$ cat src/rtl/slv_rr_arbiter.sv
// Round-robin arbiter multiplexing NUM_SLV slave streams into one FIFO write port.
// Per-grant burst limit, lossless valid/ready handshake, registered write-side outputs.
module slv_rr_arbiter #(
    parameter int unsigned NUM_SLV   = 4,
    parameter int unsigned DW        = 32,
    parameter int unsigned PW        = 8,
    parameter int unsigned MW        = 2,
    parameter int unsigned BURST_MAX = 16,
    localparam int unsigned SW       = $clog2(NUM_SLV)
) (
    input  logic                  clk,
    input  logic                  rst_n,
    input  logic [NUM_SLV*MW-1:0] slv_mode,
    input  logic [NUM_SLV-1:0]    slv_data_valid,
    input  logic [NUM_SLV*DW-1:0] slv_data,
    input  logic [NUM_SLV*PW-1:0] slv_proc_val,
    output logic [NUM_SLV-1:0]    slv_ready,
    input  logic                  fifo_full,
    input  logic                  mstr_cmplt,
    output logic [MW-1:0]         slvx_mode,
    output logic [DW-1:0]         slvx_data,
    output logic [PW-1:0]         slvx_proc_val,
    output logic                  slvx_data_valid,
    output logic [SW-1:0]         data_source,
    output logic                  grant_active
);

    localparam int unsigned CW = $clog2(BURST_MAX + 1);

    typedef enum logic {
        S_IDLE  = 1'b0,
        S_GRANT = 1'b1
    } state_t;

    state_t              r_state;
    state_t              w_state_nxt;
    logic [SW-1:0]       r_grant;
    logic [SW-1:0]       r_last_grant;
    logic [CW-1:0]       r_beat_cnt;
    logic                r_vld;
    logic [MW-1:0]       r_mode;
    logic [DW-1:0]       r_data;
    logic [PW-1:0]       r_pval;
    logic [SW-1:0]       r_src;

    logic [NUM_SLV-1:0]  w_req;
    logic [MW-1:0]       w_mode [NUM_SLV];
    logic [DW-1:0]       w_data [NUM_SLV];
    logic [PW-1:0]       w_pval [NUM_SLV];
    logic [NUM_SLV-1:0]  w_ready;
    logic                w_xfer;
    logic                w_pick_vld;
    logic [SW-1:0]       w_pick;

    // Unpack the per-slave buses and derive request flags.
    always_comb begin
        for (int i = 0; i < NUM_SLV; i++) begin
            w_mode[i] = slv_mode[i*MW +: MW];
            w_data[i] = slv_data[i*DW +: DW];
            w_pval[i] = slv_proc_val[i*PW +: PW];
            w_req[i]  = (w_mode[i] != '0);
        end
    end

    // Descending scan so the nearest requester after last_grant wins.
    always_comb begin
        w_pick_vld = 1'b0;
        w_pick     = '0;
        for (int k = NUM_SLV; k >= 1; k--) begin
            int idx;
            idx = (int'(r_last_grant) + k) % NUM_SLV;
            if (w_req[idx]) begin
                w_pick_vld = 1'b1;
                w_pick     = SW'(idx);
            end
        end
    end

    always_ff @(posedge clk or negedge rst_n) begin
        if (!rst_n) begin
            r_state <= S_IDLE;
        end else begin
            r_state <= w_state_nxt;
        end
    end

    always_comb begin
        w_state_nxt = r_state;
        w_ready     = '0;
        w_xfer      = 1'b0;
        case (r_state)
            S_IDLE: begin
                if (!mstr_cmplt && w_pick_vld) begin
                    w_state_nxt = S_GRANT;
                end
            end
            S_GRANT: begin
                w_ready[r_grant] = ~fifo_full & ~mstr_cmplt;
                w_xfer           = w_ready[r_grant] & slv_data_valid[r_grant];
                if (!w_req[r_grant] || mstr_cmplt ||
                    (w_xfer && (r_beat_cnt == CW'(BURST_MAX - 1)))) begin
                    w_state_nxt = S_IDLE;
                end
            end
            default: w_state_nxt = S_IDLE;
        endcase
    end

    // Grant bookkeeping and the registered write-side beat.
    always_ff @(posedge clk or negedge rst_n) begin
        if (!rst_n) begin
            r_grant      <= '0;
            r_last_grant <= SW'(NUM_SLV - 1);
            r_beat_cnt   <= '0;
            r_vld        <= 1'b0;
            r_mode       <= '0;
            r_data       <= '0;
            r_pval       <= '0;
            r_src        <= '0;
        end else begin
            r_vld <= w_xfer;
            if (w_xfer) begin
                r_mode <= w_mode[r_grant];
                r_data <= w_data[r_grant];
                r_pval <= w_pval[r_grant];
                r_src  <= r_grant;
            end
            if (r_state == S_IDLE && w_state_nxt == S_GRANT) begin
                r_grant      <= w_pick;
                r_last_grant <= w_pick;
                r_beat_cnt   <= '0;
            end else if (w_xfer) begin
                r_beat_cnt <= r_beat_cnt + CW'(1);
            end
        end
    end

    assign slv_ready       = w_ready;
    assign slvx_data_valid = r_vld;
    assign slvx_mode       = r_mode;
    assign slvx_data       = r_data;
    assign slvx_proc_val   = r_pval;
    assign data_source     = r_src;
    assign grant_active    = (r_state == S_GRANT);

endmodule

$ cat config.mk
export PLATFORM = sky130hd
export DESIGN_NAME = slv_rr_arbiter
export DESIGN_NICKNAME = d
export VERILOG_FILES = /design/src/rtl/slv_rr_arbiter.sv
export SDC_FILE = /design/constraint.sdc
export NUM_CORES = 1
export LEC_CHECK = 0
export CAP_MARGIN = 40
export CORE_MARGIN = 2
export CORE_UTILIZATION = 39
export CTS_BUF_LIST = sky130_fd_sc_hd__clkbuf_4 sky130_fd_sc_hd__clkbuf_8 sky130_fd_sc_hd__clkbuf_16
export CTS_CLUSTER_SIZE = 40
export DETAILED_ROUTE_END_ITERATION = 8
export PLACE_DENSITY = 0.91
export SYNTH_ARGS = -nofsm -noshare
export SYNTH_HDL_FRONTEND = slang
export SYNTH_SLANG_ARGS = --single-unit
$ cat constraint.sdc
create_clock -name clk -period 3.05 [get_ports clk]
set_input_delay 0.4575 -clock clk [delete_from_list [all_inputs] [get_ports clk]]
set_output_delay 0.4575 -clock clk [all_outputs]
set_load 0.02 [all_outputs]
==> Yosys cells after proc, flatten, opt, wreduce, memory -nomap -nowiden <==
Cells that the tools add are included.
W data, S select, Z words.
{ "op_classes": {"n_bitwise": 7, "order_cmp": 7, "n_mux": 40, "n_eq_ne": 1, "addsub": 5, "n_reduce_logical": 13} }
{ "op_table": {"columns": ["cell", "n"], "rows": [
  ["$bmux W32 S2", 1],
  ["$mux W32", 2],
  ["$bmux W8 S2", 1],
  ["$mux W8", 2],
  ["$lt A2 B3 Y1 const B", 5],
  ["$mux W1", 15],
  ["$bmux W1 S2", 7],
  ["$mux W2", 6],
  ["$mux W5", 2],
  ["$reduce_bool A2 Y1", 5],
  ["$add A5 B1 Y5 const B", 1],
  ["$eq A5 B4 Y1 const B", 1],
  ["$add A2 B1 Y2 const B", 2],
  ["$add A2 B2 Y2 const B", 2],
  ["$and A4 B4 Y4", 1],
  ["$bmux W2 S2", 1],
  ["$logic_and A1 B1 Y1", 4],
  ["$mux W4", 1],
  ["$ge A3 B3 Y1 const B", 1],
  ["$not A1 Y1", 3],
  ["$not A2 Y3", 1],
  ["$and A1 B1 Y1", 2],
  ["$demux W1 S2", 1],
  ["$ge A2 B1 Y1 const B", 1],
  ["other kinds (3)", 5]
]} }
{ "totals": {"register_bits": 55, "in_bits": 176, "elab_cells": 82, "out_inout_bits": 50} }

==> Logic depth before layout (Yosys ltp) <==
Gate-level depths: netlist of the first run.
{ "logic_depth": {"word_depth": 14, "mapped_depth": 8, "ltp_nobuf": 6} }

==> Least setup slack after synthesis of the first run <==
Ideal clock, no wire load.
{ "synth_path": {"path_type": "register to output", "from": "register r_state (netlist: grant_active)", "to": "output slv_ready[0]", "t_arrival_ns": 1.437, "stages_incl_launch_ff": 3, "required_ns": 2.592, "setup_slack_ns": 1.155, "cell_sequence": "dfrtp_1 -> nor3b_1 -> nor3b_1"} }
{ "synth_between": {"elab_chain_cells": 1} }
{ "synth_lines": {"columns": ["element", "line", "rtl"], "rows": [
  ["from (decl)", "35", "state_t r_state;"],
  ["from (signal assigned)", "83", "r_state <= w_state_nxt;"],
  ["$mux W4", "91", "case (r_state)"],
  ["to (decl)", "17", "output logic [NUM_SLV-1:0] slv_ready,"]
]} }
No other way between the ends.

==> Final worst setup path of the first run <==
{ "layout_path": {"from": "input mstr_cmplt", "to": "output slv_ready[0]"} }
{ "layout_between": {"elab_chain_cells": 4} }
{ "layout_lines": {"columns": ["element", "line", "rtl"], "rows": [
  ["from (decl)", "19", "input logic mstr_cmplt,"],
  ["$not A1 Y1", "98", "w_ready[r_grant] = ~fifo_full & ~mstr_cmplt;"],
  ["$and A1 B1 Y1", "98", null],
  ["$and A4 B4 Y4 (no source line)", null, null],
  ["$mux W4", "91", null]
]} }
No other way between the ends.

==> metrics.md, run 1 <==
| Metric | Value |
|---|---|
| Status | finished clean |
| Clk_lat worst skew | 0.30 ns |
| Initial antenna violation count | 0 |
| Post-synth EDFFs | 0 |
| Port Buffers | 225 |
| Largest net degree at the start of global routing | 32 |
| Hold-fix buffers, CTS | 0 |
| Reg2Reg Depth | 4 |
| Final-stage net count | 628 |
| Die Y-Extent | 97.49 um |
| Longest Clk Path Bufs | 2 |
| Final wirelength | 10,570 um |
| Power density over the cells | 754.2 mW/mm^2 |
| CTS Sinks | 55 |
| Placed instance count | 551 |
| Worst setup path startpoint | mstr_cmplt |
| Crit path time final | 2.549 ns |
| CTS resizes | 0 |
| I/O pin count | 226 |
| Synth Area in Compound Gates | 4.993% |
| Setup violators final | 0 |
| R2r setup slk | 0.67 ns |
| Router iterations before antenna repair | 4 |
| Critical Path End | slv_ready[0] |
| Post-synth ARST share | 100.0% |
| Max_cap viols | 0 |
| CP required | 2.59 ns |
| RSZ-0062 raised after global routing | no |
| Die Wd | 97.49 um |
| Post-DP HPWL | 8682 um |
| Worst Hold Class | in2async |
| Synth Warn # | 0 |
| 1st-iter DRT viols | 95 |
| Mux cell area share after synthesis | 44.71% |
| DR vias/cell | 5.453 |
| Util after Layout | 68.32% |
| Via count | 3,048 |
| Diodes inserted | 0 |
| Post-route DRC | 0 |
| Total global-route track usage | 22.84% |
| Peak VDD IR | 366.7 uV |
| Type of origin of the critical path | primary input |
| Grt total ovfl | 0 |
| Count leader, synth | dfrtp_1 |
| Routed Antenna Nets | 0 |
| FF+latch count, synth | 55 |
| Slew HR | 56.13% |
| Leakage dissipation | 2.332 nW |
| Final count of pins violating max slew | 0 |
| Commonest cells post-synth | dfrtp_1, mux4_2, mux2_1 |
| CTS tree | yes |
| Vias in the first global route | 3,333 |
| Mapped Cells | 229 |
| CP arrival | 2.09 ns |
| Final Hold Viols | 0 |
| Cts bufs inserted | 5 |
| Simple-Gate Fraction of Synth Area | 5.286% |
| Reg clk slew, reported paths | 0.10 ns |
| Share of layout cells above drive strength 1 | 17.74% |
| # rows | 34 |
| Routed len/inst | 18.91 um |
| Leading register cell type out of synthesis | dfrtp_1 |
| Mapped cell area | 0.003408 mm^2 |
| Yosys top cell by area | dfrtp_1 |
| H-tree levels | 2 |
| Critical path fanouts, max | 5 |
| Area grow syn2layout | 72.25% |
| Syn Nets | 407 |
| CP endpoint kind | primary output |
| Yosys cell types | 43 |
| Critical R2R Launch | r_grant[0] |
| Post-Synth XOR/XNOR Area | 0.2570% |
| Die footprint | 0.009503 mm^2 |
| Sum of negative setup slack | 0 ns |
| Sequential fraction of the synthesis area | 40.46% |
| Core area | 0.008593 mm^2 |
| Post-route clock period utilization | 83.57% |
| Synth Area per Inst | 14.88 um^2 |
| Initial core utilization | 39.66% |
| Post-CTS Setup Inserts | 0 |
| Slew @ Worst Pin | 0.6580 ns |
| Fraction of the mapped netlist area in adder cells | 0.7342% |
| Top post-synthesis cells by area | dfrtp_1, mux4_2, mux2_1 |
| Post-route insts no fill | 559 |
| Clock skew | 0.009335 ns |
| Synth top area share | 38.91% |
| Max Freq | 392.3 MHz |
| GP Congestion | 0.8776 |
| Clk root buf | clkbuf_8 |
| Largest family of logic cells by synthesized area | multiplexers |
| Reg-to-Reg End | slvx_data[28] |
| Critical path class | in2out |
| First-pass GRT wire length | 17,240 um |
==> report_power, final <==
group / internal (W) / switching (W) / total, W
Sequential: 0.00107 / 0.000201 / 0.00128
Combinational: 0.00151 / 0.00116 / 0.00267
Clock: 0.000245 / 0.000234 / 0.000479
==> worst max-delay path, cell delays in order <==
cell and delay (ns):
clkdlybuf4s50_1 0.45, nor3b_1 0.20, buf_4 0.17, nor3b_1 0.18, clkdlybuf4s50_1 0.64
==> cell usage in the layout, fill, tap and decap left out, drive strengths merged, types with 2 or more instances in the layout <==
master           n
a21oi            4
and3             3
buf              9
clkbuf           5
clkdlybuf4s50  224
clkinv           2
dfrtp           53
dfstp            2
ha               2
inv              3
mux2            42
mux2i            3
mux4            43
nand2           17
nand3b           2
nor2             7
nor3b            3
o21ai            5
or2              2
==> worst min path at each step <==
stage | endpoint | from
after global routing | r_beat_cnt[3] | rst_n
after CTS | slvx_data[29] | rst_n
after global placement | slvx_data[31] | slvx_data[31]
after detailed placement | data_source[1] | data_source[1]
final | slvx_data[26] | rst_n
after floorplan | data_source[0] | rst_n
==> sequential cells by signal, indices dropped and copies added (netlist names) <==
| signal | flops |
|---|---|
| data_source | 2 |
| grant_active | 1 |
| r_beat_cnt | 5 |
| r_grant | 2 |
| r_last_grant | 2 |
| slvx_data | 32 |
| slvx_data_valid | 1 |
| slvx_mode | 2 |
| slvx_proc_val | 8 |
==> final cells by class <==
class | count | area, um^2
inverter | 3 | 11.26
clock inverter | 3 | 43.79
sequential | 55 | 1384
multi-input combinational | 152 | 1908
fill | 654 | 2723
clock buffer | 5 | 68.82
tap | 108 | 135.1
timing repair buffer | 233 | 2320
==> cell families (layout without fill, tap and decap cells) <==
group	Yosys count	count (layout)
compound gates	24	24
fa+ha+maj	2	2
flops	55	55
simple gates	37	37
mux	88	88
buf+inv	22	244
xor+xnor	1	1
==> per-stage QoR <==
step | power [W] | setup slack (ns) | cell area [um^2] | hold WS (ns)
final | 0.004428 | 0.5012 | 5871 | 0.1701
after global routing | 0.004680 | 0.4287 | 5871 | 0.2109
after CTS | 0.004487 | 0.4963 | 5871 | 0.1861
after detailed placement | 0.003994 | 0.4947 | 5758 | 0.4697
after global placement | 0.003909 | 0.5407 | 5758 | 0.4664
after floorplan | 0.002850 | 1.155 | 3408 | 0.1619
==> layer usage <==
metal | routed length, um | GRT usage (%) | up-vias
met1 | 3877 | 26.63 | 1532
met5 | 0 | 0 | -
met2 | 5744 | 42.49 | 158
met4 | 161 | 4.487 | 0
li1 | - | - | 1342
met3 | 787 | 5.827 | 16
Power figures use the tool's default switching activity.
==> run 2, diff against run 1 <==
CORE_UTILIZATION = 33   (was 39)
PLACE_DENSITY = 0.83   (was 0.91)
clock period = 2.25 ns   (was 3.05 ns; I/O delays follow)
==> metrics.md, run 2 (synthesized netlist as in run 1, its figures left out) <==
| Metric | Value |
|---|---|
| Sum of negative setup slack | 0 ns (unchanged) |
| Crit path time final | 2.010 ns |
| Total global-route track usage | 19.09% (-3.8 points) |
| Most common cell after layout, fill and taps aside | clkdlybuf4s50_1 |
| Reg clk slew, reported paths | 0.09 ns (about the same) |
| Final-stage net count | 630 (+0.32%) |
| Post-DP HPWL | 8748 um (+0.76%) |
| CTS Sinks | 55 (unchanged) |
| CP arrival | 1.67 ns (-0.42 ns) |
| First-pass GRT wire length | 16,750 um (-2.8%) |
| Final Instance Area | 0.005936 mm^2 (+1.1%) |
| H-tree levels | 2 (unchanged) |
| Vias in the first global route | 3,295 (-1.1%) |
| Setup violators final | 0 (unchanged) |
| Initial antenna violation count | 0 (unchanged) |
| Routed len/inst | 18.33 um (-3.1%) |
| Clk_lat worst skew | 0.30 ns (about the same) |
| Max_cap viols | 0 (unchanged) |
| Post-route DRC | 0 (unchanged) |
| Power density over the cells | 996.9 mW/mm^2 (+32%) |
| DR vias/cell | 5.063 (-7.1%) |
| Post-route clock period utilization | 89.33% |
| Longest Clk Path Bufs | 2 (unchanged) |
| Peak VDD IR | 418.9 uV (+14%) |
| Final count of pins violating max slew | 0 (unchanged) |
| Port Buffers | 225 (unchanged) |
| CP endpoint kind | primary output |
| Clk root buf | clkbuf_8 |
| CP required | 1.91 ns (-0.68 ns) |
| Final wirelength | 10,780 um (+2.0%) |
| Post-Place Cell Area | 0.005846 mm^2 (+1.5%) |
| Critical path class | in2out |
| Worst slack, placed | -0.01593 ns (-0.5107 ns) |
| Util after Layout | 58.28% (-10 points) |
| I/O pin count | 226 (unchanged) |
| Slew @ Worst Pin | 0.5872 ns (-0.07085 ns) |
| RSZ-0062 raised after global routing | no |
| Clock skew | 0.006028 ns (-0.003306 ns) |
| Post-CTS Setup Inserts | 0 (unchanged) |
| Met1 Wirelength | 4072 um (+5.0%) |
| Router iterations before antenna repair | 4 (unchanged) |
| Final Hold Viols | 0 (unchanged) |
| Via count | 2,977 (-2.3%) |
| Cts bufs inserted | 5 (unchanged) |
| Met3 routed WL | 762 um (-3.2%) |
| Met2 WL | 5827 um (+1.4%) |
| Max Freq | 497.5 MHz |
| Routed Antenna Nets | 0 (unchanged) |
| Final WS setup | 0.2401 ns (-0.2610 ns) |
| Status | finished clean |
| Most frequent cells in the layout | clkdlybuf4s50_1, dfrtp_1, mux4_2 |
| Area grow syn2layout | 74.16% |
| Share of layout cells above drive strength 1 | 17.92% (+0.18 points) |
| CTS tree | yes |
| Critical path fanouts, max | 5 (unchanged) |
| Fillcell total | 839 (+28%) |
| Worst Hold Class | in2async |
| 1st-iter DRT viols | 110 (+16%) |
| Die footprint | 0.01116 mm^2 (+17%) |
| WHS | 0.02735 ns (-0.1428 ns) |
| Max FFs per register | 32 (unchanged) |
| Largest net degree at the start of global routing | 34 (+6.3%) |
| Die Wd | 105.6 um (+8.4%) |
| Core area | 0.01018 mm^2 (+19%) |
| Area occupied by multi-input gates | 0.001908 mm^2 (unchanged) |
| Slew HR | 60.85% (+4.7 points) |
| Top routing layer in use | met4 |
| # rows | 37 (+8.8%) |
| Type of origin of the critical path | primary input |
| Grt total ovfl | 0 (unchanged) |
| Leakage dissipation | 2.389 nW (+2.5%) |
| Initial core utilization | 33.46% (-6.2 points) |
| GP Congestion | 0.7949 (-9.4%) |
| Die Y-Extent | 105.6 um (+8.4%) |
| Sequential cell area | 0.001384 mm^2 (unchanged) |
| Diodes inserted | 0 (unchanged) |
[run 2: final timing paths]
kind                                       end      startpoint  slack, ns  depth (start not counted)
max in group asynchronous        slvx_data[13]           rst_n       1.64                          2
worst max register to register   slvx_data[20]      r_grant[0]       0.34                          3
min in group clk                data_source[1]  data_source[1]       0.48                          2
worst min-delay path             slvx_data[10]           rst_n       0.03                          1
worst min register to register  data_source[1]  data_source[1]       0.48                          2
worst max-delay path              slv_ready[0]       fifo_full       0.24                          5
[run 2: layout make-up]
class / count / area share [%]
repair buffers: 235 / 40.01
clock inverters: 1 / 0.08432
multi-input cells: 152 / 32.15
clock buffers: 6 / 1.391
flip-flops and latches: 55 / 23.31
inverters: 3 / 0.1897
well taps: 136 / 2.867
[run 2: per-layer routing]
layer	global-route usage, %	vias up
met2	36.41	128
met4	4.323	0
li1	-	1343
met5	0	-
met1	21.14	1498
met3	4.886	8
[run 2: power breakdown]
part	switching (W)	internal, W	leakage [nW]	total [W]
Clock	0.000302	0.000242	0.0470	0.000544
Sequential	0.000285	0.00146	0.670	0.00174
Combinational	0.00155	0.00208	1.67	0.00363
[run 2: stage by stage]
stage,total power (W),instances
6_report,0.005917,588
5_1_grt,0.006283,588
4_1_cts,0.006012,588
3_5_place_dp,0.005437,581
3_3_place_gp,0.005329,581
2_1_floorplan,0.003863,229
[run 2: what timing repair did]
| item | in CTS | in global routing |
|---|---|---|
| resized for setup | 2 | 2 |
| hold buffers | 0 | 0 |
| pin swaps | 0 | 0 |
| endpoints found under the setup margin | 2 | 2 |
| gates cloned | 0 | 0 |
[run 2: critical path: stages]
cell and delay (ns):
clkdlybuf4s50_1 0.44, nor3b_1 0.21, buf_4 0.16, nor3b_1 0.17, dlygate4sd2_1 0.36
==> run 3, diff against run 2 <==
CORE_UTILIZATION = 37   (was 33)
HOLD_SLACK_MARGIN = 0.06   (was default)
PLACE_DENSITY = 0.88   (was 0.83)
clock period = 2 ns   (was 2.25 ns; I/O delays follow)
==> metrics.md, run 3 (synthesized netlist as in run 1, its figures left out) <==
| Metric | Value |
|---|---|
| Critical path class | in2out |
| Leakage dissipation | 2.389 nW (about the same) |
| Most common cell after layout, fill and taps aside | clkdlybuf4s50_1 |
| Port Buffers | 225 (unchanged) |
| Most frequent cells in the layout | clkdlybuf4s50_1, dfrtp_1, mux4_2 |
| Crit-path max cell delay | 0.43 ns (about the same) |
| Die Wd | 99.98 um (-5.3%) |
| Worst slack, placed | -0.2848 ns (-0.2689 ns) |
| CTS Sinks | 55 (unchanged) |
| Crit path depth | 5 (unchanged) |
| Share of layout cells above drive strength 1 | 19.26% (+1.3 points) |
| Final count of pins violating max slew | 0 (unchanged) |
| Area grow syn2layout | 74.85% |
| Max Freq | 524.6 MHz |
| Diodes inserted | 0 (unchanged) |
| Worst Hold Class | reg2reg |
| Switch Pwr | 0.002387 W (+12%) |
| Final WS setup | 0.09389 ns (-0.1463 ns) |
| H-tree levels | 2 (unchanged) |
| Crit path time final | 1.906 ns |
| Status | finished clean |
| RSZ-0062 raised after global routing | no |
| Fillcell total | 691 (-18%) |
| Sw frac | 35.60% (-0.50 points) |
| GP Congestion | 0.8193 (+3.1%) |
| Router iterations before antenna repair | 4 (unchanged) |
| Slew @ Worst Pin | 0.6131 ns (+0.02591 ns) |
| Critical path fanouts, max | 5 (unchanged) |
| Die footprint | 0.009995 mm^2 (-10%) |
| Clock power share | 9.5% (+0.3 points) |
| Worst Path Buf+Inv | 3 (unchanged) |
| Reg clk slew, reported paths | 0.09 ns (about the same) |
| Largest net degree at the start of global routing | 42 (+24%) |
| Post-DP HPWL | 8580 um (-1.9%) |
| Final Hold Viols | 0 (unchanged) |
| Post-route DRC | 0 (unchanged) |
| Setup violators final | 0 (unchanged) |
| Core area | 0.009065 mm^2 (-11%) |
| Clk_lat worst skew | 0.30 ns (about the same) |
| Clk root buf | clkbuf_8 |
| Max FFs per register | 32 (unchanged) |
| Util after Layout | 65.74% (+7.5 points) |
| CP arrival | 1.61 ns (-0.06 ns) |
| Peak VDD IR | 605.3 uV (+45%) |
| Hold Path Depth | 1 |
| Max_cap viols | 0 (unchanged) |
| 1st-iter DRT viols | 59 (-46%) |
| Sequential power share | 29.7% (+0.3 points) |
| Reg2Reg Depth | 5 (+2) |
| Final wirelength | 10,550 um (-2.1%) |
| Worst path slowest cell | clkdlybuf4s50_1 |
| Post-CTS Setup Inserts | 0 (unchanged) |
| Longest Clk Path Bufs | 2 (unchanged) |
| CP required | 1.70 ns (-0.21 ns) |
| Comb pwr share | 60.8% (-0.6 points) |
| Placed instance count | 559 (-3.8%) |
| Type of origin of the critical path | primary input |
| Post-route insts no fill | 568 (-3.4%) |
| Via count | 2,953 (-0.81%) |
| Clock skew | 0.008451 ns (+0.002423 ns) |
| Delay-heaviest family, CP | buffers and inverters |
| Routed len/inst | 18.58 um (+1.4%) |
| Initial antenna violation count | 0 (unchanged) |
| I/O pin count | 226 (unchanged) |
| Vias in the first global route | 3,226 (-2.1%) |
| Total global-route track usage | 20.82% (+1.7 points) |
| Post-route clock period utilization | 95.31% |
| DR vias/cell | 5.199 (+2.7%) |
| Sequential cell area | 0.001384 mm^2 (unchanged) |
| # rows | 35 (-5.4%) |
| Slew HR | 59.13% (-1.7 points) |
| CP endpoint kind | primary output |
| First-pass GRT wire length | 16,170 um (-3.5%) |
| CTS tree | yes |
| Power density over the cells | 1125 mW/mm^2 (+13%) |
| Die Y-Extent | 99.98 um (-5.3%) |
| Sum of negative setup slack | 0 ns (unchanged) |
| Routed Antenna Nets | 0 (unchanged) |
| Critical path, cell by cell | clkdlybuf4s50_1 -> nor3b_2 -> buf_4 -> and3b_1 -> dlygate4sd2_1 |
| Initial core utilization | 37.60% (+4.1 points) |
| Final-stage net count | 634 (+0.63%) |
| Cts bufs inserted | 5 (unchanged) |
| Pint | 0.004319 W (+14%) |
| Grt total ovfl | 0 (unchanged) |
| Area occupied by multi-input gates | 0.001913 mm^2 (+0.26%) |
==> run 3: per-stage QoR <==
| step | hold WS [ns] | total power (W) | cell area, um^2 |
|---|---|---|---|
| after floorplan | 0.004409 | 0.004346 | 3408 |
| after global placement | 0.3289 | 0.006025 | 5862 |
| after detailed placement | 0.3464 | 0.006150 | 5862 |
| after CTS | 0.4946 | 0.006804 | 5967 |
| after global routing | 0.5072 | 0.007094 | 5959 |
| final | 0.4911 | 0.006706 | 5959 |
==> run 3: cell type report <==
class	count	share of cell area, %
Inverter	3	0.1890
Tap cell	111	2.330
Clock inverter	1	0.08398
Multi-Input combinational cell	152	32.10
Clock buffer	7	1.512
Timing Repair Buffer	239	40.56
Sequential cell	55	23.22
==> run 3: path summary, 6_finish.rpt <==
kind | from | end | slack, ns
setup / recovery | fifo_full | slv_ready[2] | 0.09
hold reg to reg | slvx_data[12] | slvx_data[12] | 0.49
hold / removal | slvx_data[12] | slvx_data[12] | 0.49
setup reg to reg | r_grant[0] | slvx_data[20] | 0.17
max in group asynchronous | rst_n | r_last_grant[0] | 0.80
min in group asynchronous | rst_n | slvx_data[12] | 0.55
==> run 3: metal layers <==
metal  global-route usage [%]  up-vias  routed length, um
li1                         -     1355                  -
met1                    23.03     1475               3889
met2                    39.81      117               5779
met3                    6.128        6                814
met4                    3.688        0                 68
met5                        0        -                  0
==> run 3: what timing repair did <==
item / CTS / global route
resized for setup: 5 / 5
hold endpoints to repair: 24 / 0
hold buffers: 1 / 0
endpoints found under the setup margin: 4 / 2
==> run 3: power by group through the flow <==
stage          sequential [W]  clock [W]  combinational, W
4_1_cts               0.00199   0.000669           0.00414
2_1_floorplan         0.00245          0           0.00189
3_5_place_dp          0.00202          0           0.00413
3_3_place_gp          0.00198          0           0.00404
5_1_grt               0.00206   0.000703           0.00433
6_report              0.00199   0.000634           0.00408
